## src/rtl/audioport_pkg.sv

```systemverilog
// Shared register map, command codes and STATUS layout for the audio port control unit.
package audioport_pkg;

    localparam int unsigned DSP_REGISTERS = 8;

    // Register byte offsets (paddr_in[7:0])
    localparam logic [7:0] ADDR_CMD        = 8'h00;
    localparam logic [7:0] ADDR_STATUS     = 8'h04;
    localparam logic [7:0] ADDR_CFG        = 8'h08;
    localparam logic [7:0] ADDR_LEVEL      = 8'h0C;
    localparam logic [7:0] ADDR_IRQ_THRESH = 8'h10;
    localparam logic [7:0] ADDR_ABUF_DATA  = 8'h14;
    localparam logic [7:0] ADDR_DSP_BASE   = 8'h40;

    // CMD register codes
    localparam logic [31:0] CMD_START  = 32'd1;
    localparam logic [31:0] CMD_STOP   = 32'd2;
    localparam logic [31:0] CMD_CLR    = 32'd3;
    localparam logic [31:0] CMD_CFG    = 32'd4;
    localparam logic [31:0] CMD_LEVEL  = 32'd5;
    localparam logic [31:0] CMD_IRQACK = 32'd6;

    // STATUS bit positions
    localparam int unsigned STATUS_PLAY      = 0;
    localparam int unsigned STATUS_OVF       = 1;
    localparam int unsigned STATUS_UNF       = 2;
    localparam int unsigned STATUS_IRQ       = 3;
    localparam int unsigned STATUS_COUNT_LSB = 8;

    typedef enum logic [2:0] {
        REG_NONE,
        REG_CMD,
        REG_STATUS,
        REG_CFG,
        REG_LEVEL,
        REG_THRESH,
        REG_ABUF,
        REG_DSP
    } reg_sel_e;

    // Map a byte offset onto a register; DSP slots must be word aligned and below n_dsp.
    function automatic reg_sel_e decode_reg(input logic [7:0] off, input int unsigned n_dsp);
        logic [7:0] rel;
        reg_sel_e   sel;
        rel = off - ADDR_DSP_BASE;
        sel = REG_NONE;
        case (off)
            ADDR_CMD:        sel = REG_CMD;
            ADDR_STATUS:     sel = REG_STATUS;
            ADDR_CFG:        sel = REG_CFG;
            ADDR_LEVEL:      sel = REG_LEVEL;
            ADDR_IRQ_THRESH: sel = REG_THRESH;
            ADDR_ABUF_DATA:  sel = REG_ABUF;
            default: begin
                if (off >= ADDR_DSP_BASE && rel[1:0] == 2'b00 && 32'(rel[7:2]) < n_dsp) begin
                    sel = REG_DSP;
                end
            end
        endcase
        return sel;
    endfunction

endpackage

```

## src/rtl/mc_sample_fifo.sv

```systemverilog
// Sample FIFO: single-word push, POP_N-word pop, occupancy count 0..DEPTH.
module mc_sample_fifo #(
    parameter int unsigned WIDTH = 24,
    parameter int unsigned DEPTH = 16,
    parameter int unsigned POP_N = 2
) (
    input  logic                         clk,
    input  logic                         rst_n,
    input  logic                         clr_i,
    input  logic                         push_i,
    input  logic [WIDTH-1:0]             push_data_i,
    input  logic                         pop_i,
    output logic [POP_N-1:0][WIDTH-1:0]  pop_data_o,
    output logic [$clog2(DEPTH):0]       count_o
);

    localparam int unsigned AW = $clog2(DEPTH);
    localparam int unsigned CW = AW + 1;

    logic [WIDTH-1:0] mem_q [DEPTH];
    logic [AW-1:0]    wr_ptr_q;
    logic [AW-1:0]    rd_ptr_q;
    logic [CW-1:0]    count_q;
    logic [AW-1:0]    rd_idx;

    // Present the oldest POP_N words; index 0 is the oldest.
    always_comb begin
        rd_idx     = '0;
        pop_data_o = '0;
        for (int unsigned k = 0; k < POP_N; k++) begin
            rd_idx        = rd_ptr_q + AW'(k);
            pop_data_o[k] = mem_q[rd_idx];
        end
    end

    // Storage, pointers and count; callers only push when not full and pop when count>=POP_N.
    always_ff @(posedge clk or negedge rst_n) begin
        if (!rst_n) begin
            for (int unsigned i = 0; i < DEPTH; i++) begin
                mem_q[i] <= '0;
            end
            wr_ptr_q <= '0;
            rd_ptr_q <= '0;
            count_q  <= '0;
        end else if (clr_i) begin
            wr_ptr_q <= '0;
            rd_ptr_q <= '0;
            count_q  <= '0;
        end else begin
            if (push_i) begin
                mem_q[wr_ptr_q] <= push_data_i;
                wr_ptr_q        <= wr_ptr_q + 1'b1;
            end
            if (pop_i) begin
                rd_ptr_q <= rd_ptr_q + AW'(POP_N);
            end
            count_q <= count_q + CW'(push_i) - (pop_i ? CW'(POP_N) : '0);
        end
    end

    assign count_o = count_q;

endmodule

```

## src/rtl/mc_control_unit.sv

```systemverilog
// APB-controlled audio port: command/config registers, sample FIFO and frame output.
module mc_control_unit
    import audioport_pkg::*;
#(
    parameter int unsigned CHANNELS   = 2,
    parameter int unsigned FIFO_DEPTH = 16,
    parameter int unsigned N_DSP      = DSP_REGISTERS
) (
    input  logic                        clk,
    input  logic                        rst_n,
    input  logic                        psel_in,
    input  logic                        penable_in,
    input  logic                        pwrite_in,
    input  logic [31:0]                 paddr_in,
    input  logic [31:0]                 pwdata_in,
    output logic [31:0]                 prdata_out,
    output logic                        pready_out,
    output logic                        pslverr_out,
    output logic                        play_out,
    output logic                        clr_out,
    output logic                        cfg_out,
    output logic                        level_out,
    output logic [31:0]                 cfg_reg_out,
    output logic [31:0]                 level_reg_out,
    output logic [N_DSP-1:0][31:0]      dsp_regs_out,
    output logic [CHANNELS-1:0][23:0]   abuf_out,
    output logic                        tick_out,
    output logic                        irq_out,
    input  logic                        req_in
);

    localparam int unsigned CW = $clog2(FIFO_DEPTH) + 1;

    logic [31:0]                 cfg_q, level_q, thresh_q;
    logic [N_DSP-1:0][31:0]      dsp_q;
    logic [CHANNELS-1:0][23:0]   abuf_q;
    logic                        play_q, ovf_q, unf_q, irq_q, tick_q;
    logic                        clr_pulse_q, cfg_pulse_q, level_pulse_q;

    reg_sel_e                    reg_sel;
    logic [7:0]                  dsp_rel;
    logic [5:0]                  dsp_idx;
    logic                        access, rd_ok, wr_ok, we;
    logic                        fifo_full, push, ovf_set;
    logic                        cmd_we, c_start, c_stop, c_clr, c_cfg, c_level, c_ack;
    logic                        req_act, pop, underrun, irq_set;
    logic [CW-1:0]               count;
    logic [31:0]                 count_after;
    logic [31:0]                 status, rdata;
    logic [CHANNELS-1:0][23:0]   fifo_frame;
    logic [23:0]                 unused_paddr;

    assign unused_paddr = paddr_in[31:8];

    // APB decode, error detection, command strobes and read mux.
    always_comb begin
        reg_sel   = decode_reg(paddr_in[7:0], N_DSP);
        dsp_rel   = paddr_in[7:0] - ADDR_DSP_BASE;
        dsp_idx   = dsp_rel[7:2];
        access    = psel_in & penable_in & rst_n;
        fifo_full = (count == CW'(FIFO_DEPTH));
        rd_ok     = 1'b0;
        wr_ok     = 1'b0;
        case (reg_sel)
            REG_CMD:    wr_ok = 1'b1;
            REG_STATUS: rd_ok = 1'b1;
            REG_CFG, REG_LEVEL, REG_THRESH, REG_DSP: begin
                rd_ok = 1'b1;
                wr_ok = 1'b1;
            end
            REG_ABUF:   wr_ok = 1'b1;
            default: begin
                rd_ok = 1'b0;
                wr_ok = 1'b0;
            end
        endcase

        pslverr_out = access & ((pwrite_in & (~wr_ok | ((reg_sel == REG_ABUF) & fifo_full)))
                              | (~pwrite_in & ~rd_ok));
        we      = access & pwrite_in & wr_ok;
        push    = we & (reg_sel == REG_ABUF) & ~fifo_full;
        ovf_set = we & (reg_sel == REG_ABUF) & fifo_full;

        cmd_we  = we & (reg_sel == REG_CMD);
        c_start = cmd_we & (pwdata_in == CMD_START);
        c_stop  = cmd_we & (pwdata_in == CMD_STOP);
        c_clr   = cmd_we & (pwdata_in == CMD_CLR);
        c_cfg   = cmd_we & (pwdata_in == CMD_CFG);
        c_level = cmd_we & (pwdata_in == CMD_LEVEL);
        c_ack   = cmd_we & (pwdata_in == CMD_IRQACK);

        status                               = '0;
        status[STATUS_PLAY]                  = play_q;
        status[STATUS_OVF]                   = ovf_q;
        status[STATUS_UNF]                   = unf_q;
        status[STATUS_IRQ]                   = irq_q;
        status[STATUS_COUNT_LSB +: 8]        = 8'(count);

        rdata = '0;
        case (reg_sel)
            REG_STATUS: rdata = status;
            REG_CFG:    rdata = cfg_q;
            REG_LEVEL:  rdata = level_q;
            REG_THRESH: rdata = thresh_q;
            REG_DSP: begin
                for (int unsigned i = 0; i < N_DSP; i++) begin
                    if (dsp_idx == 6'(i)) rdata = dsp_q[i];
                end
            end
            default:    rdata = '0;
        endcase
        prdata_out = (access & ~pwrite_in & rd_ok) ? rdata : '0;
    end

    // Frame request handling; CLR in the same cycle suppresses the pop and the tick.
    always_comb begin
        req_act     = play_q & req_in & ~c_clr;
        pop         = req_act & (count >= CW'(CHANNELS));
        underrun    = req_act & ~pop;
        count_after = 32'(count) + 32'(push) - (pop ? 32'(CHANNELS) : 32'd0);
        irq_set     = pop & (32'(count) > thresh_q) & (count_after <= thresh_q);
    end

    mc_sample_fifo #(
        .WIDTH (24),
        .DEPTH (FIFO_DEPTH),
        .POP_N (CHANNELS)
    ) u_fifo (
        .clk         (clk),
        .rst_n       (rst_n),
        .clr_i       (c_clr),
        .push_i      (push),
        .push_data_i (pwdata_in[23:0]),
        .pop_i       (pop),
        .pop_data_o  (fifo_frame),
        .count_o     (count)
    );

    // Register file, play state, status flags, output frame and one-cycle pulses.
    always_ff @(posedge clk or negedge rst_n) begin
        if (!rst_n) begin
            cfg_q         <= '0;
            level_q       <= '0;
            thresh_q      <= '0;
            dsp_q         <= '0;
            abuf_q        <= '0;
            play_q        <= 1'b0;
            ovf_q         <= 1'b0;
            unf_q         <= 1'b0;
            irq_q         <= 1'b0;
            tick_q        <= 1'b0;
            clr_pulse_q   <= 1'b0;
            cfg_pulse_q   <= 1'b0;
            level_pulse_q <= 1'b0;
        end else begin
            if (we && reg_sel == REG_CFG)    cfg_q    <= pwdata_in;
            if (we && reg_sel == REG_LEVEL)  level_q  <= pwdata_in;
            if (we && reg_sel == REG_THRESH) thresh_q <= pwdata_in;
            for (int unsigned i = 0; i < N_DSP; i++) begin
                if (we && reg_sel == REG_DSP && dsp_idx == 6'(i)) dsp_q[i] <= pwdata_in;
            end

            if (c_start)     play_q <= 1'b1;
            else if (c_stop) play_q <= 1'b0;

            clr_pulse_q   <= c_clr;
            cfg_pulse_q   <= c_cfg;
            level_pulse_q <= c_level;
            tick_q        <= req_act;

            if (c_clr) begin
                ovf_q  <= 1'b0;
                unf_q  <= 1'b0;
                irq_q  <= 1'b0;
                abuf_q <= '0;
            end else begin
                if (ovf_set)  ovf_q <= 1'b1;
                if (underrun) unf_q <= 1'b1;
                if (c_stop || c_ack) irq_q <= 1'b0;
                else if (irq_set)    irq_q <= 1'b1;
                if (pop)           abuf_q <= fifo_frame;
                else if (underrun) abuf_q <= '0;
            end
        end
    end

    assign pready_out    = 1'b1;
    assign play_out      = play_q;
    assign clr_out       = clr_pulse_q;
    assign cfg_out       = cfg_pulse_q;
    assign level_out     = level_pulse_q;
    assign cfg_reg_out   = cfg_q;
    assign level_reg_out = level_q;
    assign dsp_regs_out  = dsp_q;
    assign abuf_out      = abuf_q;
    assign tick_out      = tick_q;
    assign irq_out       = irq_q;

endmodule

```

## config.mk

```make
export PLATFORM = sky130hd
export DESIGN_NAME = mc_control_unit
export DESIGN_NICKNAME = d
export VERILOG_FILES = /design/src/rtl/audioport_pkg.sv /design/src/rtl/mc_sample_fifo.sv /design/src/rtl/mc_control_unit.sv
export SDC_FILE = /design/constraint.sdc
export NUM_CORES = 1
export LEC_CHECK = 0
export BUFFER_PORTS_ARGS = -buffer_cell sky130_fd_sc_hd__buf_2
export CORE_UTILIZATION = 63
export DETAILED_ROUTE_END_ITERATION = 10
export PLACE_DENSITY = 0.86
export SETUP_SLACK_MARGIN = 0.5
export SYNTH_ARGS = -nofsm -noshare
export SYNTH_HDL_FRONTEND = slang
export SYNTH_SLANG_ARGS = --single-unit
export TNS_END_PERCENT = 30
```

## constraint.sdc

```tcl
create_clock -name clk -period 9.06 [get_ports clk]
set_input_delay 0 -clock clk [delete_from_list [all_inputs] [get_ports clk]]
set_output_delay 0 -clock clk [all_outputs]
set_load 0.005 [all_outputs]
```

### Word level (Yosys, flattened, before mapping)

Cells that the tools add are included.

* flip-flop bits (word level): 805
* input port bits: 70
* output and inout bits: 408
* word-level logic and storage cells: 191

* add/subtract/negate cells: 8
* $lt $le $gt $ge: 9
* equality and inequality tests: 26
* mux-type cells: 42
* bitwise gates (word level): 37
* reductions and logical operators: 29

Operators by type and width (count)
* $bwmux 384: 1
* $mux 32: 9
* $bmux 24 s4: 2
* $pmux 32 s5: 1
* $mux 48: 3
* $mux 24: 5
* $demux 24 s4: 1
* $eq 32x3->1 const B: 3
* $eq 32x2->1 const B: 2
* $eq 32x1->1 const B: 1
* $gt 5x32->1: 1
* $le 32x32->1: 1
* $and 1x1->1: 26
* $eq 6x3->1 const B: 4
* $pmux 3 s6: 1
* $eq 8x4->1 const B: 2
* $eq 8x5->1 const B: 2
* $mux 4: 4
* $ge 5x5->1 const B: 3
* $logic_and 1x1->1: 15
* $not 4->5: 3
* $eq 3x3->1 const B: 4
* $eq 6x2->1 const B: 2
* $mux 1: 11
* other kinds (30): 44

### Logic depth before layout (Yosys ltp)

* depth in word-level cells: 22
* gate-level depth with buffers: 22
* gate-level depth less buffers: 21

### Hierarchy

From an unflattened synthesis, not the netlist that was laid out.

* cell total of the unflattened synthesis: 2673
* area, all modules: 37578.5 um2

Modules (own cells, without submodules)
* mc_control_unit: times used 1, cells an instance 1583, area an instance 19511.2 um2, sequential area each 10209.8 um2
* mc_sample_fifo: times used 1, cells an instance 1090, area an instance 18067.3 um2, sequential area each 9909.5 um2

### Least setup slack after synthesis

Ideal clock, no wire load.

* path type: input to register
* from: input port paddr_in[5]
* to: register irq_q, in the netlist irq_out
* library setup time: 65 ps
* arrival: 4894 ps
* required time: 8995 ps
* setup slack: 4101 ps
* cell stages on the path: 21
* path buffers: 3
* path through: or4_4 -> or3_1 -> clkbuf_1 -> or4_1 -> buf_2 -> o31ai_4 -> buf_2 -> ha_1 -> inv_1 -> ha_1 -> inv_1 -> a21oi_1 -> nor2_1 -> nor2_1 -> and2_1 -> ha_1 -> a21o_1 -> a221o_1 -> a221oi_1 -> a211o_1 -> o211a_1

* cells in the longest elaborated chain, start to end: 19
* elaborated cells on any way between the ends: 41
* those cells by class: add/sub: 3; order compare: 3; eq/ne: 11; mux: 6; bitwise: 12; reduce/logical: 6

Ends and longest elaborated chain
* from (decl): RTL line mc_control_unit.sv:14 `input logic [31:0] paddr_in,`
* $sub 8x7->8 / $ge 8x7->1 (equally long branches): RTL line audioport_pkg.sv:45, audioport_pkg.sv:55
* $lt 6x4->1 / $logic_and 1x1->1 (equally long branches): RTL line audioport_pkg.sv:55 `if (off >= ADDR_DSP_BASE && rel[1:0] == 2'b00 && 32'(rel[7:2]) < n_dsp) begin`
* $logic_and 1x1->1: RTL line audioport_pkg.sv:55
* $mux 3: RTL line audioport_pkg.sv:55
* $pmux 3 s6 (*): RTL line audioport_pkg.sv:47 `case (off)`
* parallel branches: the longest is 14 deep, another holds $le 32x32->1
* to (signal assigned): RTL line mc_control_unit.sv:150 `irq_q <= 1'b0;`
* to (signal assigned): RTL line mc_control_unit.sv:174 `irq_q <= 1'b0;`
* to (signal assigned): RTL line mc_control_unit.sv:179 `if (c_stop || c_ack) irq_q <= 1'b0;`
* to (decl): RTL line mc_control_unit.sv:37 `logic play_q, ovf_q, unf_q, irq_q, tick_q;`

Every way passes the cells marked *.
A chain may end at the register's enable or synchronous reset.

### Worst setup path in the final report

* from: input port pwdata_in[8]
* to: register irq_q, in the netlist irq_out

* cells in the longest elaborated chain, start to end: 10
* elaborated cells on any way between the ends: 18
* those cells by class: add/sub: 1; order compare: 1; eq/ne: 3; mux: 3; bitwise: 8; reduce/logical: 2

Ends and longest elaborated chain
* from (decl): RTL line mc_control_unit.sv:15 `input logic [31:0] pwdata_in,`
* $eq 32x2->1: RTL line mc_control_unit.sv:87 `c_clr = cmd_we & (pwdata_in == CMD_CLR);`
* $and 1x1->1: RTL line mc_control_unit.sv:87
* $not 1->1 (no line)
* $and 1x1->1: RTL line mc_control_unit.sv:117 `req_act = play_q & req_in & ~c_clr;`
* $and 1x1->1: RTL line mc_control_unit.sv:118 `pop = req_act & (count >= CW'(CHANNELS));`
* $mux 2: RTL line mc_control_unit.sv:120 `count_after = 32'(count) + 32'(push) - (pop ? 32'(CHANNELS) : 32'd0);`
* $sub 6x2->7: RTL line mc_control_unit.sv:120
* $le 32x32->1: RTL line mc_control_unit.sv:121 `irq_set = pop & (32'(count) > thresh_q) & (count_after <= thresh_q);`
* $and 1x1->1: RTL line mc_control_unit.sv:121
* $reduce_bool 3->1 (no line)

Several ways; a longest one is shown, not always the timed one.

==> summary.txt <==
Status
  • Status: completed

Setup path
  • Critical path's top delay family: simple AND/OR/NAND/NOR gates
  • Startpoint Class: primary input
  • FF-to-FF Start: u_fifo.count_o[3]$_DFF_PN0_
  • Slowest cell on the critical path: and2_1
  • CP Class: in -> reg
  • Worst-path maximum fanout: 28
  • CP Cell Sequence: dlygate4sd3_1 -> buf_2 -> nor4_1 -> nand4_1 -> or4_1 -> o31ai_4 -> ha_1 -> inv_1 -> ha_1 -> inv_1 -> a21oi_1 -> nor2_1 -> nor2_1 -> and2_1 -> ha_1 -> nand2_1 -> nor4_1 -> nand4_1 -> nor2_1 -> a211oi_1 -> o211a_1
  • CP Capture Type: flip-flop
  • R2R depth: 21
  • Worst path required time: approximately 9600 ps
  • Worst path max stage delay: between 800 and 900 ps
  • FF-to-FF setup slack: around 4100 ps
  • Buf/Inv on CP: 4
  • Reg2reg end: irq_out$_DFFE_PN0P_
  • Crit path arrival time: around 5800 ps

Global routing
  • Antenna violations before repair: 6
  • GRT Max-Usage Layer: met2
  • GRT Total Usage: approximately 37%
  • M2 GR Usage: a little under three fifths
  • Global-route wire length before repair: roughly 160000 um
  • Gr ovfl total: 0
  • Largest net degree at the start of global routing: about 190
  • Vias in the first global route: ~27000
  • M1 GR Usage: between 40 and 50%
  • Met3 Use GR: between 10% and 20%

Die
  • Die area: 59500 um^2
  • I/O Pins: approximately 480
  • Die Y: between 200 and 250 um
  • Core ar.: between 50000 and 60000 um^2
  • Rows: 88
  • Initial core utilization: approximately 64%
  • Die Wd: around 240 um

Logic synthesis
  • Largest area contributor in the netlist: dfrtp_1
  • Mean Syn Cell Area: 14.4 um^2
  • Fraction of registers with async set/reset: 100%
  • Number of synthesized flops with an enable pin: 0
  • Synthesized cell area: roughly 37000 um^2
  • Synth warnings: 0
  • Mapped Cells: around 2600
  • Yosys top cell area share: a little over half
  • Most instantiated library cell after synthesis: dfrtp_1
  • Synth unique cells: between 60 and 70
  • Top post-synthesis cells by area: dfrtp_1 (55%), mux2_2 (22%), mux4_2 (7.8%)
  • Most used DFF post-synth: dfrtp_1
  • Top cells by count, synth: dfrtp_1 (804), mux2_2 (734), clkbuf_1 (158), mux4_2 (128), a21oi_1 (54)
  • Sequential fraction of the synthesis area: between 50% and 60%
  • Seq cells post-synth: roughly 800
  • Synth Net Count: approximately 2700

Drt
  • Detail Route Antenna Nets: 0
  • Via count: roughly 25000
  • Routed WL: 108000 um
  • Drt pass-1 iters: 7
  • DRC errors left: 0
  • Wire per inst: just under 30 um
  • Initial DRC Count: between 2000 and 2500
  • Drt via density: 6.73

CTS
  • Post-CTS setup buffer count: 0
  • Num CTS Buffers: 79
  • CTS sink count: ~800
  • H-tree level count: 3
  • Clock insertion delay at the later pin of the skew report: 630 ps
  • CTS Hold Bufs: 17
  • CTS tree: built
  • Clock Path Buffers: 3
  • CTS clk-pin slew, worst paths: 60 ps
  • Root Buffer: clkbuf_16
  • Post-cts sizing count: 0

Layout
  • Area grow syn2layout: 15.2%
  • Share of layout cells above drive strength 1: between 50% and 60%
  • Final nets: just over 3000
  • Post-route insts no fill: between 3000 and 4000

Timing
  • Max Fclk: between 150 and 200 MHz
  • Worst clock skew: around 24 ps
  • Slew @ Worst Pin: ~1300 ps
  • Tmin final: about 5300 ps
  • Tcrit/Tclk final: between 50 and 60%
  • Slew Limit Fails: 0
  • RSZ-0062 raised after global routing: false
  • Setup tns final: 0 ps
  • Relative slew slack: between 10% and 20%
  • Final-report setup violation count: 0
  • Final-report hold violation count: 0
  • Minimum hold slack: around 23 ps
  • Slack of the critical path: approximately 3800 ps

Placed design
  • I/O Buffers: about 450
  • DP Worst Slack: roughly 3400 ps
  • Dpl hpwl: 68200 um
  • # placed instances: around 3600
  • RD Place Congestion: 0.889

Pwr
  • VDD IR max: ~0.2 mV
  • PD cells: about 180 nW/um^2
  • Static Leak: between 20 and 25 nW
  • Tot Pwr: 7.45 mW

Flow run
  • Max Cap Viol: 0

Min path
  • Worst Hold Class: in -> async
## flip-flops by register name, indices dropped and copies added, names as in the netlist, 4 cells and up
name,flops
u_fifo.mem_q,384
dsp_regs_out,256
abuf_out,48
cfg_reg_out,32
level_reg_out,32
thresh_q,32
u_fifo.count_o,5
u_fifo.wr_ptr_q,4
## final cells by class
class	instances	area, um^2
clock buffer	121	2370
sequential	804	20100
antenna	4	10.0
timing repair buffer	499	2720
fill	3492	15200
multi-input combinational	1462	15700
inverter	49	184
tap	765	957
clock inverter	22	400
## placed cells by master (no fill, tap or decap), types with 9 or more instances in the layout
cell type / n
mux2_2: 734
clkbuf_1: 20
a21oi_1: 54
a22oi_1: 47
a222oi_1: 22
mux2i_1: 48
inv_1: 49
dlygate4sd3_1: 16
nand2_2: 16
nor4_1: 14
mux4_2: 128
mux2_1: 17
buf_4: 28
o2bb2ai_1: 48
dfrtp_1: 801
bufinv_16: 9
ha_1: 51
nand3_1: 29
clkbuf_8: 21
nand2_1: 34
o211ai_1: 34
clkbuf_16: 80
o21ai_0: 27
nor2_1: 38
o22ai_1: 13
buf_2: 450
## where the power goes
group / total [mW] / switching [mW] / internal (mW)
registers: 3.61 / 0.0116 / 3.60
clock network: 3.48 / 1.41 / 2.07
logic: 0.356 / 0.249 / 0.107
## worst reg2reg max path: cells and delay by family, from the launching register on
family | cells | cell delay (ps)
flops | 1 | 450
simple gates | 8 | 2120
fa+ha+maj | 4 | 930
compound gates | 6 | 1110
buf+inv | 3 | 270
## logic make-up after synthesis
family / count (synthesis) / synth area share (%)
muxes: 927 / 32.1
DFF: 804 / 54.6
buffers and inverters: 294 / 3.19
AOI/OAI and AO/OA: 273 / 5.35
and+or+nand+nor: 202 / 2.83
adders and majority gates: 51 / 1.73
xor gates and xnor gates: 8 / 0.190
other: 1 / 0.0102
## stage by stage
stage | util, % | cell area [um^2]
4_1_cts | 73.5 | 42400
3_3_place_gp | 68.4 | 39500
3_5_place_dp | 68.4 | 39500
2_1_floorplan | - | 36800
6_report | 73.6 | 42500
5_1_grt | 73.6 | 42500
## worst max path at each step
stage | from | to | slack, ps | cells after the start
final | pwdata_in[8] | irq_out$_DFFE_PN0P_ | 3770 | 21
after CTS | pwdata_in[8] | irq_out$_DFFE_PN0P_ | 3820 | 21
after global placement | paddr_in[5] | irq_out$_DFFE_PN0P_ | 3560 | 20
after floorplan | paddr_in[5] | irq_out$_DFFE_PN0P_ | 4100 | 21
after detailed placement | paddr_in[5] | irq_out$_DFFE_PN0P_ | 3410 | 20
after global routing | pwdata_in[8] | irq_out$_DFFE_PN0P_ | 3490 | 21
## per-layer routing
| layer | part of all wire, % | wire, um |
|---|---|---|
| met1 | 37 | 40100 |
| met3 | 9.7 | 10500 |
| met5 | 0.025 | 27 |
| met4 | 5.7 | 6130 |
| met2 | 48 | 51700 |
Note: power is estimated with default switching activity, not from simulation.
